`src/rtl/decode_stage.sv`:
```
// Registered RV32I decode stage with a main/skid register pair for full throughput under backpressure.
// Optional RV32M decode is enabled by defining RV32M_EN.
module decode_stage #(
    parameter int                      ADDRESS_BITS = 32,
    parameter logic [ADDRESS_BITS-1:0] RESET_PC     = '0
) (
    input  logic                    clock,
    input  logic                    reset_n,
    input  logic                    in_valid,
    output logic                    in_ready,
    input  logic [ADDRESS_BITS-1:0] PC,
    input  logic [31:0]             instruction,
    input  logic                    flush,
    output logic                    out_valid,
    input  logic                    out_ready,
    output logic [ADDRESS_BITS-1:0] pc_out,
    output logic [6:0]              opcode,
    output logic [6:0]              funct7,
    output logic [2:0]              funct3,
    output logic [4:0]              read_sel1,
    output logic [4:0]              read_sel2,
    output logic [4:0]              rd,
    output logic [31:0]             imm32,
    output logic                    wEn,
    output logic                    branch_op,
    output logic                    mem_wEn,
    output logic                    wb_sel,
    output logic                    op_B_sel,
    output logic [1:0]              op_A_sel,
    output logic [5:0]              ALU_Control,
    output logic [1:0]              MemSize,
    output logic                    illegal
);

    localparam logic [6:0] OPC_LUI    = 7'b0110111;
    localparam logic [6:0] OPC_AUIPC  = 7'b0010111;
    localparam logic [6:0] OPC_JAL    = 7'b1101111;
    localparam logic [6:0] OPC_JALR   = 7'b1100111;
    localparam logic [6:0] OPC_BRANCH = 7'b1100011;
    localparam logic [6:0] OPC_LOAD   = 7'b0000011;
    localparam logic [6:0] OPC_STORE  = 7'b0100011;
    localparam logic [6:0] OPC_OP_IMM = 7'b0010011;
    localparam logic [6:0] OPC_OP     = 7'b0110011;

    typedef struct packed {
        logic [ADDRESS_BITS-1:0] pc;
        logic [6:0]              opcode;
        logic [6:0]              funct7;
        logic [2:0]              funct3;
        logic [4:0]              rs1;
        logic [4:0]              rs2;
        logic [4:0]              rd;
        logic [31:0]             imm;
        logic                    wen;
        logic                    br;
        logic                    mwen;
        logic                    wb;
        logic                    opb;
        logic [1:0]              opa;
        logic [5:0]              alu;
        logic [1:0]              msize;
        logic                    ill;
    } bundle_t;

    function automatic bundle_t decode(input logic [31:0] ins, input logic [ADDRESS_BITS-1:0] pc);
        bundle_t    b;
        logic [2:0] f3;
        logic [6:0] f7;
        b        = '0;
        f3       = ins[14:12];
        f7       = ins[31:25];
        b.pc     = pc;
        b.opcode = ins[6:0];
        b.funct7 = f7;
        b.funct3 = f3;
        b.rs1    = ins[19:15];
        b.rs2    = ins[24:20];
        b.rd     = ins[11:7];
        case (ins[6:0])
            OPC_OP: begin
                b.wen = 1'b1;
                // Bit 30 only distinguishes SUB from ADD and SRA from SRL.
                if (f7 == 7'b0000000 || f7 == 7'b0100000)
                    b.alu = {2'b00, (ins[30] && (f3 == 3'b000 || f3 == 3'b101)), f3};
`ifdef RV32M_EN
                else if (f7 == 7'b0000001)
                    b.alu = {3'b100, f3};
`endif
                else
                    b.ill = 1'b1;
            end
            OPC_OP_IMM: begin
                b.wen = 1'b1;
                b.opb = 1'b1;
                b.imm = {{20{ins[31]}}, ins[31:20]};
                b.alu = {2'b00, (ins[30] && f3 == 3'b101), f3};
            end
            OPC_LOAD: begin
                b.wen   = 1'b1;
                b.wb    = 1'b1;
                b.opb   = 1'b1;
                b.imm   = {{20{ins[31]}}, ins[31:20]};
                b.msize = f3[1:0];
                b.ill   = (f3 == 3'b011) || (f3 == 3'b110) || (f3 == 3'b111);
            end
            OPC_STORE: begin
                b.mwen  = 1'b1;
                b.opb   = 1'b1;
                b.imm   = {{20{ins[31]}}, ins[31:25], ins[11:7]};
                b.msize = f3[1:0];
                b.ill   = (f3 >= 3'b011);
            end
            OPC_BRANCH: begin
                b.br  = 1'b1;
                b.imm = {{19{ins[31]}}, ins[31], ins[7], ins[30:25], ins[11:8], 1'b0};
                b.alu = {3'b010, f3};
                b.ill = (f3 == 3'b010) || (f3 == 3'b011);
            end
            OPC_LUI: begin
                b.wen = 1'b1;
                b.opb = 1'b1;
                b.opa = 2'b11;
                b.imm = {ins[31:12], 12'h000};
            end
            OPC_AUIPC: begin
                b.wen = 1'b1;
                b.opb = 1'b1;
                b.opa = 2'b01;
                b.imm = {ins[31:12], 12'h000};
            end
            OPC_JAL: begin
                b.wen = 1'b1;
                b.opb = 1'b1;
                b.opa = 2'b10;
                b.imm = {{11{ins[31]}}, ins[31], ins[19:12], ins[20], ins[30:21], 1'b0};
                b.alu = 6'b011111;
            end
            OPC_JALR: begin
                b.wen = 1'b1;
                b.opb = 1'b1;
                b.opa = 2'b10;
                b.imm = {{20{ins[31]}}, ins[31:20]};
                b.alu = 6'b111111;
            end
            default: b.ill = 1'b1;
        endcase
        // Illegal instructions still flow through but must not change architectural state.
        if (b.ill) begin
            b.wen  = 1'b0;
            b.mwen = 1'b0;
            b.br   = 1'b0;
            b.alu  = 6'b000000;
        end
        return b;
    endfunction

    bundle_t dec_p0;
    bundle_t skid_p0;
    bundle_t main_p1;
    logic    vld_p0;
    logic    vld_p1;
    logic    accept;

    assign dec_p0   = decode(instruction, PC);
    assign in_ready = !vld_p0 && reset_n;
    assign accept   = in_valid && in_ready;

    // Stage boundary: decoded bundle lands in main, or in skid when main is stalled.
    always_ff @(posedge clock or negedge reset_n) begin
        if (!reset_n) begin
            vld_p0     <= 1'b0;
            vld_p1     <= 1'b0;
            skid_p0    <= '0;
            main_p1    <= '0;
            main_p1.pc <= RESET_PC;
        end else if (flush) begin
            vld_p0 <= 1'b0;
            vld_p1 <= 1'b0;
        end else if (vld_p0) begin
            if (out_ready) begin
                main_p1 <= skid_p0;
                vld_p0  <= 1'b0;
            end
        end else if (accept) begin
            if (!vld_p1 || out_ready) begin
                main_p1 <= dec_p0;
                vld_p1  <= 1'b1;
            end else begin
                skid_p0 <= dec_p0;
                vld_p0  <= 1'b1;
            end
        end else if (vld_p1 && out_ready) begin
            vld_p1 <= 1'b0;
        end
    end

    assign out_valid   = vld_p1;
    assign pc_out      = main_p1.pc;
    assign opcode      = main_p1.opcode;
    assign funct7      = main_p1.funct7;
    assign funct3      = main_p1.funct3;
    assign read_sel1   = main_p1.rs1;
    assign read_sel2   = main_p1.rs2;
    assign rd          = main_p1.rd;
    assign imm32       = main_p1.imm;
    assign wEn         = main_p1.wen;
    assign branch_op   = main_p1.br;
    assign mem_wEn     = main_p1.mwen;
    assign wb_sel      = main_p1.wb;
    assign op_B_sel    = main_p1.opb;
    assign op_A_sel    = main_p1.opa;
    assign ALU_Control = main_p1.alu;
    assign MemSize     = main_p1.msize;
    assign illegal     = main_p1.ill;

endmodule
```
`config.mk`:
```
export PLATFORM = sky130hd
export DESIGN_NAME = decode_stage
export DESIGN_NICKNAME = d
export VERILOG_FILES = /design/src/rtl/decode_stage.sv
export SDC_FILE = /design/constraint.sdc
export NUM_CORES = 1
export LEC_CHECK = 0
export CAP_MARGIN = 20
export CORE_MARGIN = 2
export CORE_UTILIZATION = 48
export DETAILED_ROUTE_END_ITERATION = 6
export GPL_ROUTABILITY_DRIVEN = 0
export PLACE_DENSITY = 0.77
export SETUP_SLACK_MARGIN = 0.15
export SLEW_MARGIN = 20
export SYNTH_ARGS = -nofsm -noshare
export SYNTH_HDL_FRONTEND = slang
export SYNTH_SLANG_ARGS = --single-unit
export TNS_END_PERCENT = 5
```
`constraint.sdc`:
```
create_clock -name clock -period 1.7 [get_ports clock]
set_input_delay 0.34 -clock clock [delete_from_list [all_inputs] [get_ports clock]]
set_output_delay 0.34 -clock clock [all_outputs]
set_load 0.005 [all_outputs]
```
Yosys cells after proc, flatten, opt, wreduce, memory -nomap -nowiden
Index checks and enable logic that the tools add are counted.
- memory bits (read-only): 0
- bits in writable memories: 0
- output and inout bits: 114
- bits in latches: 0
- memories: 0
- register bits: 226
- mux-type cells: 28
- order comparisons: 1
- eq/ne operators: 18
- shift-type cells: 0
- add/subtract/negate cells: 0
- multiply operators: 0
- divide/modulo/power cells: 0
- bitwise operators: 3
- reduce and logical (&&, ||, !) cells: 28
- operator list (kind ; count):
    two-way mux 112 bit ; 4
    case mux 32 bit (5 select lines) ; 1
    case mux 6 bit (5 select lines) ; 1
    == test 7 x 6 -> 1 bit, second input constant ; 4
    == test 7 bit, second input constant ; 3
    two-way mux 1 bit ; 16
    == test 7 x 5 -> 1 bit, second input constant ; 2
    OR reduction 7 bit ; 2
    == test 3 bit, second input constant ; 3
    AND reduction 4 bit ; 2
    == test 7 x 2 -> 1 bit, second input constant ; 1
    zero test 7 bit ; 1
    == test 3 x 2 -> 1 bit, second input constant ; 2
    logical OR 1 bit ; 6
    two-way mux 6 bit ; 1
    case mux 2 bit (3 select lines) ; 1
    OR reduction 2 bit ; 3
    logical AND 1 bit ; 5
    case mux 1 bit (5 select lines) ; 1
    OR reduction 5 bit ; 1
    two-way mux 4 bit ; 1
    != test 2 bit, second input constant ; 2
    nonzero test 2 bit ; 2
    >= comparator 3 x 2 -> 1 bit, second input constant ; 1
    other kinds (9) ; 12

Logic depth before layout (Yosys ltp)
- depth after elaboration: 9
- depth in mapped cells: 8
- gate-level depth less buffers: 5

Worst setup path before layout
Ideal clock, no wire load.
- path kind: flip-flop to flip-flop
- start point: register vld_p0
- end point: register main_p1, in the netlist imm32[21]
- buffers on the path: 4
- data arrival time: 1.648 ns
- data required time: 1.568 ns
- clock period less this slack: 1.780 ns
- slack: -0.080 ns
- stages on the path, launching flop included: 9
- library setup time: 0.132 ns
- cells stage by stage: dfrtp_1 -> buf_6 -> o21ba_1 -> or3_1 -> buf_4 -> buf_6 -> buf_6 -> a21oi_1 -> o21ai_1
- longest elaborated chain between the ends: 5
- elaborated cells on any way between the ends: 8
- ends and longest elaborated chain (item ; RTL line ; RTL):
    start, declared ; 160 ; logic vld_p0;
    start signal, assigned ; 171 ; vld_p0 <= 1'b0;
    start signal, assigned ; 177 ; vld_p0 <= 1'b0;
    start signal, assigned ; 182 ; vld_p0 <= 1'b0;
    zero test 1 bit ; 165 ; assign in_ready = !vld_p0 && reset_n;
    logical AND 1 bit ; 165 ;
    logical AND 1 bit ; 166 ; assign accept = in_valid && in_ready;
    nonzero test 2 bit (no source line) ; - ;
    AND reduction 4 bit (no source line) ; - ;
    end signal, assigned ; 181 ; main_p1 <= skid_p0;
    end signal, assigned ; 186 ; main_p1 <= dec_p0;
    end, declared ; 159 ; bundle_t main_p1;
Several ways; a longest one is shown, not always the timed one.
A chain may end at the register's enable or synchronous reset.

Worst setup path in the final report
- start point: register vld_p0
- end point: register main_p1, in the netlist wEn
The elaborated chain is that of the path after synthesis.

==> reports/qor.yml <==
outcome:
  status: "complete, but fails checks"
  violations: "negative setup slack"
clock_tree:
  max-clock-path-buffers: 3
  clkSlewWorstSetupHoldPaths_ns: 0.06
  cts_tree: "yes"
  cts_max_level: 1
  ctsRootBufferMaster: "sky130_fd_sc_hd__clkbuf_16"
  clkLatencyLatePin_ns: 0.52
  cts_buffers: 24
  numClockSinks: 226
timing:
  clock-skew-final_ns: 0.00614
  hold-worst-slack_ns: 0.272
  max-slew-margin-rel_pct: 56.9
  final-setup-viol-count: 225
  postLayoutSetupSlackWorst_ns: -0.262
  final.min_clock_period_ns: 1.96
  grt_setup_unrepaired: "yes"
  maxClockFrequency_ghz: 0.510
  part_of_the_cycle_the_worst_path_needs_pct: 115
  finalHoldViolations: 0
  drv_slew: 0
  timing_worst_slew_pin_value_ns: 0.647
power_and_ir_drop:
  switching_share_pct: 25.8
  power.leakage_nw: 6.95
  peakVddDrop_v: 0.000888
  power.sequential.fraction_pct: 44.7
  comb_power_share_pct: 16.1
  clock_power_share_pct: 39.2
  power-per-cell-area_nw_per_um2: 997
  internal-power_w: 0.0108
  power_switching_w: 0.00374
detailed_routing:
  residual_drc_count: 0
  post_drt_via_cell_ratio: 5.72
  wirelength_mm: 32.1
  1st_pass_router_iterations: 5
  vias_after_detailed_routing: 9310
  ant_nets: 0
  drt_iter0_drc: 753
  post_drt_wl_per_cell_um: 19.7
floorplanning:
  floorplan.die_area_um2: 22100
  die_w_um: 149
  floorplan.die.height_um: 149
  core_region_area_um2: 20400
  initial_utilization_pct: 49.3
  io-pin-count: 183
  std_cell_rows: 52
setup_path:
  critical_path.max_stage_delay_ns: 0.48
  worst_ep_arrival_time_ns: 2.39
  cp.required_ns: 2.13
  crit_path_cell_trace: "buf_6 -> o21ba_4 -> buf_6 -> nor3_4 -> nand2_2 -> buf_6 -> buf_12 -> o31ai_4"
  critPathKind: "reg -> reg"
  crit_path_start_kind: "register"
  setup.worst_path.end_class: "register"
  timing.critical_path.mode_cell: "sky130_fd_sc_hd__buf_6"
  critical_path_peak_fanout: 6
  path_buf_inv: 4
  cpMaxStageDelayCell: "sky130_fd_sc_hd__dfrtp_4"
  cpLargestDelayFamily: "buffers and inverters"
global_routing:
  initial_antenna_violation_count: 0
  grt_util_all_layers_pct: 27.7
  globalRouteOverflowTotal: 0
  pin_count_of_the_biggest_net_entering_global_routing: 120
  grt_pass1_wl_mm: 48.4
  first_global_vias: 8911
yosys:
  avgSynthCellArea_um2: 9.19
  synth.ff_latch_count: 226
  synth_fp_nets: 1164
  seq_area_frac_synth_pct: 56.2
  yosysWarnings: 0
  synth.lib_cells_used.distinct: 49
  synthesis.instances: 1095
  async_set_reset_flop_share_out_of_synthesis_pct: 100
  number_of_enable_flip_flop_cells_after_synthesis: 0
  ys.flop_type: "sky130_fd_sc_hd__dfrtp_1"
  netlist_area_um2: 10100
place:
  place.port_buffers: 182
  hpwl_mm: 19.0
  dp.cells: 1557
final_layout:
  nNetsFinal: 1412
  nFillCells: 1426
  layout_common_cells: "337 x sky130_fd_sc_hd__nand2_1, 225 x sky130_fd_sc_hd__dfrtp_1, 84 x sky130_fd_sc_hd__dlygate4sd2_1"
  finish.cell_count_without_fillers: 1629
  num_antenna_cells: 0
  final_common_cell: "sky130_fd_sc_hd__nand2_1"
  drive_above_1_share_pct: 20.8
  areaGrowthSynthToFinish_pct: 44.5
job:
  maxCapViolCount: 0
min_path:
  worst_hold_path_type: "in -> async"
==> metal layers <==
metal	track usage (%)	vias up	share of wire (%)
met5	0	-	0
met4	8.90	0	3.7
met3	4.68	93	7.8
met2	44.7	445	48
met1	38.6	4565	40
li1	-	4207	-
==> what timing repair did <==
| action | CTS | global route |
|---|---|---|
| setup endpoints to repair | 338 | 250 |
| buffers inserted | 15 | 1 |
| hold endpoints to repair | 141 | 0 |
| cloned | 9 | 5 |
| pin swaps | 15 | 37 |
| hold buffers | 1 | 0 |
| gates resized for setup | 211 | 173 |
==> worst paths after layout <==
kind / slack (ns) / end / cells past startpoint / from
hold / removal: 0.27 / out_valid / 2 / reset_n
hold reg to reg: 0.47 / skid_p0[104] / 2 / skid_p0[104]
setup / recovery: -0.26 / wEn / 8 / vld_p0
min in group clock: 0.28 / out_valid / 4 / reset_n
max in group asynchronous: 0.45 / vld_p0 / 3 / reset_n
setup reg to reg: -0.26 / wEn / 8 / vld_p0
==> cell usage after synthesis (4+ instances only) <==
cell                       count  share of area, %
sky130_fd_sc_hd__nand2_1     356                13
sky130_fd_sc_hd__dfrtp_1     226                56
sky130_fd_sc_hd__o21ai_0     108               5.4
sky130_fd_sc_hd__mux2i_1      64               6.4
sky130_fd_sc_hd__a21oi_1      63               3.1
sky130_fd_sc_hd__clkbuf_1     43               1.6
sky130_fd_sc_hd__nand3_1      40               2.0
sky130_fd_sc_hd__nor2_1       29               1.1
sky130_fd_sc_hd__and3_1       28               1.7
sky130_fd_sc_hd__buf_2        22               1.1
sky130_fd_sc_hd__o21ai_1      21               1.0
sky130_fd_sc_hd__a22oi_1      16               1.2
sky130_fd_sc_hd__buf_1        10              0.37
sky130_fd_sc_hd__o31ai_1       9              0.67
sky130_fd_sc_hd__buf_6         5              0.56
sky130_fd_sc_hd__and2_1        4              0.25
==> power groups by stage <==
stage               sequential, W  clock, W  combinational (W)
floorplan                 0.00649         0           0.000755
global placement          0.00652         0            0.00218
detailed placement        0.00654         0            0.00224
CTS                       0.00644   0.00573            0.00215
global route              0.00655   0.00600            0.00256
finish                    0.00648   0.00568            0.00234
==> state kept, by name, summed over array words and instances, names as in the netlist, 2 cells and up <==
register	cells
MemSize	2
ALU_Control	6
funct7	7
skid_p0	112
imm32	32
funct3	3
op_A_sel	2
read_sel2	5
read_sel1	5
rd	5
opcode	7
pc_out	32
==> cell type report <==
cell class,instances,area (um^2),area share (%)
Clock buffer,31,668,4.59
Clock inverter,11,183,1.26
Inverter,2,7.51,0.0516
Multi-Input combinational cell,785,4550,31.3
Sequential cell,226,5660,38.9
Tap cell,270,338,2.32
Timing Repair Buffer,304,3140,21.6
==> through the flow <==
step	total power, W	TNS, ns	worst slack [ns]	cell area (um^2)	util [%]
2_1_floorplan	0.00724	-3.43	-0.0673	10100	-
3_3_place_gp	0.00870	-68.20	-0.539	12700	62.2
3_5_place_dp	0.00877	-73.06	-0.604	12700	62.2
4_1_cts	0.0143	-29.41	-0.266	14000	68.7
5_1_grt	0.0151	-44.30	-0.332	14500	71.2
6_report	0.0145	-30.76	-0.262	14500	71.2
==> kinds of logic (layout without fill, tap and decap cells) <==
group,count (synthesis),after routing,synth area share [%]
buffers and inverters,85,348,3.93
DFF,226,226,56.2
muxes,64,64,6.37
and+or+nand+nor,482,483,20.4
AOI/OAI and AO/OA,238,238,13.1
Power figures use the tool's default switching activity.
